[config.mk]
export PLATFORM = sky130hd
export DESIGN_NAME = pixel_write_arbiter
export DESIGN_NICKNAME = d
export VERILOG_FILES = /design/src/rtl/pixel_write_arbiter_pkg.sv /design/src/rtl/pixel_write_arbiter_rr_pick.sv /design/src/rtl/pixel_write_arbiter.sv
export SDC_FILE = /design/constraint.sdc
export NUM_CORES = 1
export LEC_CHECK = 0
export BUFFER_PORTS_ARGS = -buffer_cell sky130_fd_sc_hd__buf_2
export CORE_ASPECT_RATIO = 0.5
export CORE_UTILIZATION = 44
export DETAILED_ROUTE_END_ITERATION = 10
export GPL_TIMING_DRIVEN = 0
export PLACE_DENSITY_LB_ADDON = 0.2
export SETUP_SLACK_MARGIN = 0.3
export SLEW_MARGIN = 20
export SYNTH_ARGS = -nofsm -noshare
export SYNTH_HDL_FRONTEND = slang
export SYNTH_HIERARCHICAL = 1
export SYNTH_SLANG_ARGS = --single-unit
[constraint.sdc]
create_clock -name clk -period 5.4 [get_ports clk]
set_input_delay 0.54 -clock clk [delete_from_list [all_inputs] [get_ports clk]]
set_output_delay 0.54 -clock clk [all_outputs]
set_load 0.02 [all_outputs]
[src/rtl/pixel_write_arbiter_pkg.sv]
// Shared definitions for the pixel write arbiter: colour format, arbiter
// state encoding and a width helper.
package pixel_write_arbiter_pkg;

    // RGB565 pixel colour
    localparam int unsigned COLOR_WIDTH = 16;

    localparam logic [COLOR_WIDTH-1:0] COLOR_NONE  = 16'h0000;
    localparam logic [COLOR_WIDTH-1:0] COLOR_WHITE = 16'hFFFF;
    localparam logic [COLOR_WIDTH-1:0] COLOR_RED   = 16'hF800;
    localparam logic [COLOR_WIDTH-1:0] COLOR_GREEN = 16'h07E0;
    localparam logic [COLOR_WIDTH-1:0] COLOR_BLUE  = 16'h001F;

    // Arbiter state encoding
    typedef logic [0:0] arb_state_t;
    localparam arb_state_t ARB_IDLE_RR = 1'b0;
    localparam arb_state_t ARB_LOCKED  = 1'b1;

    // Index width that never collapses to zero bits
    function automatic int unsigned clog2_min1(input int unsigned n);
        return (n <= 2) ? 1 : $clog2(n);
    endfunction

endpackage

[src/rtl/pixel_write_arbiter_rr_pick.sv]
// Combinational round-robin picker: first valid requester at or after ptr.
// Ports: valid (request vector), ptr (search start), grant (one-hot or zero),
//        idx (index of grant), any_valid (at least one request).
module rr_pick
    import pixel_write_arbiter_pkg::*;
#(
    parameter int unsigned N = 3
) (
    input  logic [N-1:0]               valid,
    input  logic [clog2_min1(N)-1:0]   ptr,
    output logic [N-1:0]               grant,
    output logic [clog2_min1(N)-1:0]   idx,
    output logic                       any_valid
);

    localparam int unsigned IW = clog2_min1(N);

    logic [IW-1:0] cand;

    // Rotating first-one search starting at ptr
    always_comb begin
        grant     = '0;
        idx       = '0;
        any_valid = 1'b0;
        cand      = '0;
        for (int unsigned k = 0; k < N; k++) begin
            cand = IW'((32'(ptr) + k) % N);
            if (!any_valid && valid[cand]) begin
                any_valid   = 1'b1;
                grant[cand] = 1'b1;
                idx         = cand;
            end
        end
    end

endmodule

[src/rtl/pixel_write_arbiter.sv]
// Round-robin arbiter sharing one frame-buffer pixel write port between
// NUM_REQ producers, with per-requester lock for atomic pixel sequences and
// a watchdog that releases a lock whose owner goes idle.
// Ports: clk, reset (sync, active-high);
//        req_valid/req_lock/req_x/req_y/req_color: packed per-requester offers;
//        req_ready: one-hot-or-zero grant (combinational);
//        wr_en/wr_x/wr_y/wr_color: registered frame-buffer write;
//        locked: registered LOCKED flag; owner: last accepted requester.
module pixel_write_arbiter
    import pixel_write_arbiter_pkg::*;
#(
    parameter int unsigned NUM_REQ      = 3,
    parameter int unsigned WIDTH        = 640,
    parameter int unsigned HEIGHT       = 480,
    parameter int unsigned LOCK_TIMEOUT = 16
) (
    input  logic                                  clk,
    input  logic                                  reset,
    input  logic [NUM_REQ-1:0]                    req_valid,
    input  logic [NUM_REQ-1:0]                    req_lock,
    input  logic [NUM_REQ*$clog2(WIDTH)-1:0]      req_x,
    input  logic [NUM_REQ*$clog2(HEIGHT)-1:0]     req_y,
    input  logic [NUM_REQ*COLOR_WIDTH-1:0]        req_color,
    output logic [NUM_REQ-1:0]                    req_ready,
    output logic                                  wr_en,
    output logic [$clog2(WIDTH)-1:0]              wr_x,
    output logic [$clog2(HEIGHT)-1:0]             wr_y,
    output logic [COLOR_WIDTH-1:0]                wr_color,
    output logic                                  locked,
    output logic [clog2_min1(NUM_REQ)-1:0]        owner
);

    localparam int unsigned XW = $clog2(WIDTH);
    localparam int unsigned YW = $clog2(HEIGHT);
    localparam int unsigned IW = clog2_min1(NUM_REQ);
    localparam int unsigned CW = clog2_min1(LOCK_TIMEOUT + 1);

    function automatic logic [IW-1:0] next_idx(input logic [IW-1:0] i);
        return (i == IW'(NUM_REQ - 1)) ? '0 : i + IW'(1);
    endfunction

    arb_state_t       state_q, state_d;
    logic [IW-1:0]    rr_ptr, rr_ptr_d;
    logic [IW-1:0]    owner_d;
    logic [CW-1:0]    cnt, cnt_d;

    logic [NUM_REQ-1:0] rr_grant;
    logic [IW-1:0]      rr_idx;
    logic               rr_any;

    logic               xfer;
    logic [IW-1:0]      xfer_idx;
    logic [XW-1:0]      sel_x;
    logic [YW-1:0]      sel_y;
    logic [COLOR_WIDTH-1:0] sel_color;
    logic               in_range;

    rr_pick #(.N(NUM_REQ)) u_rr_pick (
        .valid     (req_valid),
        .ptr       (rr_ptr),
        .grant     (rr_grant),
        .idx       (rr_idx),
        .any_valid (rr_any)
    );

    // Next-state, grant and transfer decode
    always_comb begin
        state_d   = state_q;
        rr_ptr_d  = rr_ptr;
        owner_d   = owner;
        cnt_d     = cnt;
        req_ready = '0;
        xfer      = 1'b0;
        xfer_idx  = owner;
        case (state_q)
            ARB_IDLE_RR: begin
                if (rr_any) begin
                    req_ready = rr_grant;
                    xfer      = 1'b1;
                    xfer_idx  = rr_idx;
                    owner_d   = rr_idx;
                    rr_ptr_d  = next_idx(rr_idx);
                    if (req_lock[rr_idx]) begin
                        state_d = ARB_LOCKED;
                        cnt_d   = '0;
                    end
                end
            end
            ARB_LOCKED: begin
                // Only the owner may be granted, even while it is idle
                req_ready[owner] = req_valid[owner];
                if (req_valid[owner]) begin
                    xfer     = 1'b1;
                    xfer_idx = owner;
                    if (req_lock[owner]) begin
                        cnt_d = '0;
                    end else begin
                        state_d  = ARB_IDLE_RR;
                        rr_ptr_d = next_idx(owner);
                    end
                end else if (cnt == CW'(LOCK_TIMEOUT - 1)) begin
                    // Watchdog: the LOCK_TIMEOUT-th idle cycle releases the lock
                    state_d  = ARB_IDLE_RR;
                    rr_ptr_d = next_idx(owner);
                    cnt_d    = '0;
                end else begin
                    cnt_d = cnt + CW'(1);
                end
            end
            default: begin
                state_d = ARB_IDLE_RR;
            end
        endcase
    end

    // Payload mux for the accepted requester
    always_comb begin
        sel_x     = '0;
        sel_y     = '0;
        sel_color = COLOR_NONE;
        for (int unsigned i = 0; i < NUM_REQ; i++) begin
            if (xfer_idx == IW'(i)) begin
                sel_x     = req_x[i*XW +: XW];
                sel_y     = req_y[i*YW +: YW];
                sel_color = req_color[i*COLOR_WIDTH +: COLOR_WIDTH];
            end
        end
        in_range = ({1'b0, sel_x} < (XW+1)'(WIDTH)) && ({1'b0, sel_y} < (YW+1)'(HEIGHT));
    end

    // State and registered outputs
    always_ff @(posedge clk) begin
        if (reset) begin
            state_q  <= ARB_IDLE_RR;
            rr_ptr   <= '0;
            owner    <= '0;
            cnt      <= '0;
            wr_en    <= 1'b0;
            wr_x     <= '0;
            wr_y     <= '0;
            wr_color <= COLOR_NONE;
            locked   <= 1'b0;
        end else begin
            state_q  <= state_d;
            rr_ptr   <= rr_ptr_d;
            owner    <= owner_d;
            cnt      <= cnt_d;
            // Out-of-range pixels are consumed but never strobed
            wr_en    <= xfer && in_range;
            if (xfer) begin
                wr_x     <= sel_x;
                wr_y     <= sel_y;
                wr_color <= sel_color;
            end
            locked   <= (state_d == ARB_LOCKED);
        end
    end

endmodule

**After elaboration in Yosys (flattened, before gate mapping)**

Cells that the tools add are included.

- Add/subtract/negate cells: 5
- Multipliers: 0
- Divide/modulo/power cells: 3
- Magnitude comparators: 11
- Equal/unequal tests: 10
- Shift operators: 0
- Muxes and demuxes: 64
- Bitwise gates (word level): 4
- Reduce and logical (&&, ||, !) cells: 13

Operators with widths:

| kind | count |
|---|---|
| $mod A32 B2 Y32 const B | 2 |
| $mux W16 | 3 |
| $mod A2 B2 Y32 const B | 1 |
| $mux W10 | 3 |
| $mux W9 | 3 |
| $mux W5 | 5 |
| $mux W1 | 20 |
| $mux W2 | 10 |
| $lt A2 B3 Y1 const B | 5 |
| $bmux W1 S2 | 6 |
| $mux W3 | 4 |
| $lt A10 B10 Y1 const B | 1 |
| $pmux W5 S2 | 1 |
| $lt A9 B9 Y1 const B | 1 |
| $demux W1 S2 | 4 |
| $ge A2 B1 Y1 const B | 4 |
| $logic_and A1 B1 Y1 | 8 |
| $pmux W2 S2 | 2 |
| $eq A2 B2 Y1 const B | 3 |
| $or A3 B3 Y3 | 2 |
| $pmux W3 S2 | 1 |
| $reduce_and A3 Y1 | 2 |
| $add A5 B1 Y5 const B | 1 |
| $eq A5 B4 Y1 const B | 1 |
| other kinds (13) | 17 |

- Register bits: 46
- Latch bits: 0
- RAM bits: 0
- Memory bits (read-only): 0
- Input bits: 113
- Output and inout bits: 42
- Word-level logic and storage cells: 118
- Memories: 0

**Longest topological paths before layout**

- Depth in word-level cells: 19
- Mapped depth: 15
- Mapped depth without buffers: 11

**Hierarchy**

The synthesis kept the hierarchy.

By module, submodules not included:

| module | times used | cells an instance | area an instance (um^2) | seq. area each (um^2) |
|---|---|---|---|---|
| pixel_write_arbiter | 1 | 287 | 2,521.2 | 920.9 |
| rr_pick | 1 | 53 | 347.8 | 0.0 |

**Least setup slack after synthesis**

No wires, ideal clock.

- Path kind: reg2reg
- From: register rr_ptr[1]
- To: register wr_x[0]
- Library setup time: 0.132 ns
- Arrival: 2.855 ns
- Data required time: 5.268 ns
- Slack: 2.413 ns
- Cell stages (with the launch flop): 16
- Buffers on the path: 4
- Period minus slack after synthesis: 2.987 ns
- Path through: dfxtp_1 -> inv_1 -> ha_1 -> buf_6 -> nand2b_1 -> nand2_1 -> nor2_1 -> o21ai_0 -> nor2b_1 -> buf_4 -> mux2i_1 -> buf_4 -> buf_6 -> mux2_1 -> a221oi_1 -> nor3_1

- Longest elaborated chain between the ends: 16
- Elaborated cells on any way between the ends: 31
- Classes of those cells: add/sub: 2; div: 3; eq/ne: 2; mux: 19; reduce/logical: 5

RTL lines:

| element | line | text |
|---|---|---|
| start: declaration | pixel_write_arbiter.sv:43 | `logic [IW-1:0] rr_ptr, rr_ptr_d;` |
| start signal: assignment | pixel_write_arbiter.sv:145 | `rr_ptr <= rr_ptr_d;` |
| parallel branches: the longest is 9 deep, another holds $mod A32 B2 Y32 | - |  |
| $mux W1 * | pixel_write_arbiter_rr_pick.sv:28 | `if (!any_valid && valid[cand]) begin` |
| via rr_any | pixel_write_arbiter.sv:49 | `logic rr_any;` |
| $mux W2 | - |  |
| $pmux W2 S2 | pixel_write_arbiter.sv:75 | `case (state_q)` |
| $logic_not A2 Y1 | pixel_write_arbiter.sv:122 | `if (xfer_idx == IW'(i)) begin` |
| $mux W10 (3 in a row) | pixel_write_arbiter.sv:122 |  |
| end signal: assignment | pixel_write_arbiter.sv:151 | `wr_x <= sel_x;` |
| end: declaration | pixel_write_arbiter.sv:26 | `output logic [$clog2(WIDTH)-1:0] wr_x,` |

Mark *: on every way through the listed nets, which the timed path passes. The select of a mux whose other input is x is not followed.
A chain may end at the register's enable or synchronous reset.

**Worst setup path after layout**

- From: register rr_ptr[1]
- To: register wr_y[7]

- Longest elaborated chain between the ends: 16
- Elaborated cells on any way between the ends: 31
- Classes of those cells: add/sub: 2; div: 3; eq/ne: 2; mux: 19; reduce/logical: 5

RTL lines:

| element | line | text |
|---|---|---|
| parallel branches: the longest is 9 deep, another holds $mod A32 B2 Y32 | - |  |
| $mux W1 * | pixel_write_arbiter_rr_pick.sv:28 |  |
| via rr_any | pixel_write_arbiter.sv:49 |  |
| $mux W2 | - |  |
| $pmux W2 S2 | pixel_write_arbiter.sv:75 |  |
| $logic_not A2 Y1 | pixel_write_arbiter.sv:122 |  |
| $mux W9 (3 in a row) | pixel_write_arbiter.sv:122 |  |
| end signal: assignment | pixel_write_arbiter.sv:152 | `wr_y <= sel_y;` |
| end: declaration | pixel_write_arbiter.sv:27 | `output logic [$clog2(HEIGHT)-1:0] wr_y,` |

Marks and branches as above.

==> impl_results.html <==
<table>
<tr><th>Metric</th><th>Value</th></tr>
<tr><th colspan="2">Final layout</th></tr>
<tr><td>Storage element area</td><td>921 um2</td></tr>
<tr><td>Area growth, synth to finish</td><td>36.5%</td></tr>
<tr><td>Area used by multi-input combinational logic</td><td>1760 um2</td></tr>
<tr><td>Final core utilization</td><td>63.3%</td></tr>
<tr><td>Count of filler cells inserted in the layout</td><td>599</td></tr>
<tr><td>Antenna Diode Count</td><td>0</td></tr>
<tr><td>Most common cell after layout, fill and taps aside</td><td>sky130_fd_sc_hd__buf_2</td></tr>
<tr><td>Ratio of cells with drive above 1 in the final layout</td><td>40.3%</td></tr>
<tr><td>Final std cells w/o fill</td><td>589</td></tr>
<tr><td>Final layout net count</td><td>618</td></tr>
<tr><td>Leading cell types in the layout, fill and taps excluded</td><td>sky130_fd_sc_hd__buf_2, sky130_fd_sc_hd__dfxtp_1, sky130_fd_sc_hd__nor2_1</td></tr>
<tr><th colspan="2">Routing</th></tr>
<tr><td>Antenna-violating nets left</td><td>0</td></tr>
<tr><td>Routed vias</td><td>3235</td></tr>
<tr><td>Vias per cell</td><td>5.49</td></tr>
<tr><td>DR pass1 iterations</td><td>4</td></tr>
<tr><td>Post-detailed-routing wire length</td><td>8.50 mm</td></tr>
<tr><td>Drt initial violations</td><td>146</td></tr>
<tr><td>Routed length per placed instance</td><td>14.4 um</td></tr>
<tr><td>Residual DRC count</td><td>0</td></tr>
<tr><th colspan="2">Clocking</th></tr>
<tr><td>Maximum clock insertion buffer count</td><td>2</td></tr>
<tr><td>Post-cts resize count</td><td>0</td></tr>
<tr><td>Clock buffers created by TritonCTS</td><td>5</td></tr>
<tr><td>Buffer type at the clock tree root</td><td>sky130_fd_sc_hd__clkbuf_16</td></tr>
<tr><td>Total of hold buffers inserted after clock tree synthesis</td><td>0</td></tr>
<tr><td>Total clock sinks</td><td>46</td></tr>
<tr><td>Buffer count from post-CTS setup fixing</td><td>0</td></tr>
<tr><td>CTS tree</td><td>yes</td></tr>
<tr><td>Clock-pin slew reported for the worst setup and hold paths after clock tree synthesis</td><td>70 ps</td></tr>
<tr><td>CTS HTree Levels</td><td>2</td></tr>
<tr><td>Clock network latency to the later pin of the worst-skew pair</td><td>290 ps</td></tr>
<tr><th colspan="2">Timing</th></tr>
<tr><td>Relative max-transition margin</td><td>28.5%</td></tr>
<tr><td>Hold violation total from the final report</td><td>0</td></tr>
<tr><td>Setup repair after global routing missed its margin</td><td>false</td></tr>
<tr><td>Slew at the pin closest to its max-slew limit</td><td>1040 ps</td></tr>
<tr><td>Max Clock Skew</td><td>5.10 ps</td></tr>
<tr><td>Final Cycle Share</td><td>66.5%</td></tr>
<tr><td>Final total negative setup slack</td><td>0 ps</td></tr>
<tr><td>Minimum period implied by the final worst setup slack</td><td>3590 ps</td></tr>
<tr><td>Worst hold margin</td><td>485 ps</td></tr>
<tr><td>Pins Over Slew Limit</td><td>0</td></tr>
<tr><td>Setup violation total in the final timing report</td><td>0</td></tr>
<tr><td>F_max</td><td>0.279 GHz</td></tr>
<tr><th colspan="2">Worst hold path</th></tr>
<tr><td>Type of the tightest min-delay check</td><td>register to register</td></tr>
<tr><th colspan="2">Floorplan</th></tr>
<tr><td>Die height</td><td>59.1 um</td></tr>
<tr><td>Core ar.</td><td>6180 um2</td></tr>
<tr><td>Die W</td><td>116 um</td></tr>
<tr><td>Die area</td><td>6870 um2</td></tr>
<tr><td>Number of primary I/O pins</td><td>155</td></tr>
<tr><td>Effective utilization at floorplan</td><td>46.4%</td></tr>
<tr><td>Standard-cell row count</td><td>20</td></tr>
<tr><th colspan="2">Pwr</th></tr>
<tr><td>Leakage</td><td>0.00182 uW</td></tr>
<tr><td>Power Dens Cells</td><td>672 nW/um2</td></tr>
<tr><td>Worst VDD drop</td><td>306 uV</td></tr>
<tr><td>Total power</td><td>2630 uW</td></tr>
<tr><th colspan="2">Placed design</th></tr>
<tr><td>Buffers added on ports</td><td>153</td></tr>
<tr><td>HPWL Detailed</td><td>6.57 mm</td></tr>
<tr><td>Final estimated routing congestion in global placement</td><td>0.823</td></tr>
<tr><td># placed instances</td><td>581</td></tr>
<tr><th colspan="2">GRT</th></tr>
<tr><td>First-pass GRT wire length</td><td>13.7 mm</td></tr>
<tr><td>Number of antenna violations at the first check in global routing</td><td>0</td></tr>
<tr><td>GRT Util Overall</td><td>25.8%</td></tr>
<tr><td>Vias in the first global route</td><td>2939</td></tr>
<tr><td>Residual overflow from global routing</td><td>0</td></tr>
<tr><td>Largest net degree at the start of global routing</td><td>16</td></tr>
<tr><th colspan="2">Logic synthesis</th></tr>
<tr><td>Cell Area, Synth</td><td>2870 um2</td></tr>
<tr><td>FF+latch count, synth</td><td>46</td></tr>
<tr><td>Sequential-to-total area share from yosys stat</td><td>32.1%</td></tr>
<tr><td>Number of synthesized flops with an enable pin</td><td>0</td></tr>
<tr><td>Synthesized area per cell</td><td>8.44 um2</td></tr>
<tr><td>Post-synthesis net count</td><td>458</td></tr>
<tr><td>Count of cell types in the netlist</td><td>47</td></tr>
<tr><td>Post-synthesis async set-or-reset flop share</td><td>0%</td></tr>
<tr><td>Synthesized netlist cell count</td><td>340</td></tr>
<tr><td>Yosys warnings</td><td>6</td></tr>
<tr><td>Flip-flop cell with the highest count after synthesis</td><td>sky130_fd_sc_hd__dfxtp_1</td></tr>
<tr><th colspan="2">Setup path</th></tr>
<tr><td>Worst setup path category</td><td>register to register</td></tr>
<tr><td>Category of the worst setup path launch point</td><td>register</td></tr>
<tr><td>CP Capture Type</td><td>register</td></tr>
<tr><td>Worst endpoint required time</td><td>5560 ps</td></tr>
<tr><td>Crit Path Max Fanout</td><td>10</td></tr>
<tr><td>Data arrival at the endpoint of the critical path</td><td>3750 ps</td></tr>
<tr><th colspan="2">Job</th></tr>
<tr><td>Reported max-cap violation count</td><td>0</td></tr>
<tr><th colspan="2">Run status</th></tr>
<tr><td>Outcome</td><td>completed</td></tr>
</table>
worst max-delay path: stages (launching register included):
cell and delay [ps]:
sky130_fd_sc_hd__dfxtp_1 380, sky130_fd_sc_hd__inv_1 70, sky130_fd_sc_hd__ha_1 190, sky130_fd_sc_hd__buf_6 130, sky130_fd_sc_hd__nand2b_1 190, sky130_fd_sc_hd__nand2_1 110
sky130_fd_sc_hd__nor2_1 40, sky130_fd_sc_hd__o21ai_0 460, sky130_fd_sc_hd__nor2b_1 200, sky130_fd_sc_hd__buf_4 170, sky130_fd_sc_hd__mux2i_1 350, sky130_fd_sc_hd__buf_4 270
sky130_fd_sc_hd__buf_6 180, sky130_fd_sc_hd__mux2_1 340, sky130_fd_sc_hd__a221oi_1 290, sky130_fd_sc_hd__nor3_1 90
path summary, 6_finish.rpt:
kind                from     endpoint  slack (ps)  depth (start not counted)
max            rr_ptr[1]      wr_y[7]        1810                         15
min          wr_color[7]  wr_color[7]         490                          2
min reg2reg  wr_color[7]  wr_color[7]         490                          2
max reg2reg    rr_ptr[1]      wr_y[7]        1810                         15
cell type report:
cell class                 count  area share (%)
multi-input combinational    255            44.9
sequential                    46            23.5
timing repair buffer         153            19.6
buffer                        29            3.90
clock buffer                   5            3.20
tap                           88            2.81
clock inverter                 3            1.15
inverter                      10           0.959
state kept, by name, indices dropped and copies added, names as in the netlist:
| register | count |
|---|---|
| state_q | 1 |
| rr_ptr | 2 |
| wr_y | 9 |
| wr_x | 10 |
| cnt | 5 |
| wr_color | 16 |
| wr_en | 1 |
| owner | 2 |
cell usage after synthesis, types with 3 or more instances:
| cell | number | area [um2] |
|---|---|---|
| sky130_fd_sc_hd__a21oi_1 | 12 | 60.1 |
| sky130_fd_sc_hd__a221oi_1 | 37 | 324 |
| sky130_fd_sc_hd__buf_2 | 9 | 45.0 |
| sky130_fd_sc_hd__buf_6 | 3 | 33.8 |
| sky130_fd_sc_hd__clkbuf_1 | 12 | 45.0 |
| sky130_fd_sc_hd__dfxtp_1 | 46 | 921 |
| sky130_fd_sc_hd__ha_1 | 5 | 62.6 |
| sky130_fd_sc_hd__inv_1 | 10 | 37.5 |
| sky130_fd_sc_hd__mux2_1 | 17 | 191 |
| sky130_fd_sc_hd__mux2_2 | 20 | 225 |
| sky130_fd_sc_hd__mux2i_1 | 4 | 40.0 |
| sky130_fd_sc_hd__nand2_1 | 15 | 56.3 |
| sky130_fd_sc_hd__nand2b_1 | 3 | 18.8 |
| sky130_fd_sc_hd__nand3_1 | 4 | 20.0 |
| sky130_fd_sc_hd__nand4_1 | 3 | 18.8 |
| sky130_fd_sc_hd__nor2_1 | 44 | 165 |
| sky130_fd_sc_hd__nor2b_1 | 5 | 31.3 |
| sky130_fd_sc_hd__nor3_1 | 38 | 190 |
| sky130_fd_sc_hd__o21ai_0 | 16 | 80.1 |
metal layers:
metal / vias up / track usage, % / share of wire [%]
li1: 1592 / - / -
met1: 1515 / 31.2 / 44
met2: 110 / 46.3 / 49
met3: 18 / 5.32 / 4.9
met4: 0 / 9.16 / 2.2
met5: - / 0 / 0
cells by family (layout without fill, tap and decap cells):
| family | count (synthesis) | count (layout) | synth area share [%] |
|---|---|---|---|
| AND/OR/NAND/NOR | 122 | 122 | 20.3 |
| flip-flops | 46 | 46 | 32.1 |
| buffers and inverters | 39 | 200 | 6.63 |
| AO/OA/AOI/OAI | 86 | 86 | 22.4 |
| adder cells (fa/ha/maj) | 5 | 5 | 2.18 |
| multiplexers | 42 | 42 | 16.4 |
stage by stage:
| step | area, um2 | worst slack, ps |
|---|---|---|
| detailed placement | 3740 | 1810 |
| global route | 3920 | 1470 |
| floorplan | 2870 | 2410 |
| CTS | 3920 | 1800 |
| finish | 3920 | 1810 |
| global placement | 3740 | 1830 |
power by group:
part           internal, uW  switching, uW  leakage [uW]
logic                   724           1020       0.00136
registers               473           63.3      0.000381
clock network           218            133     0.0000760
total                  1410           1210       0.00182
(Power assumes the default switching activity.)
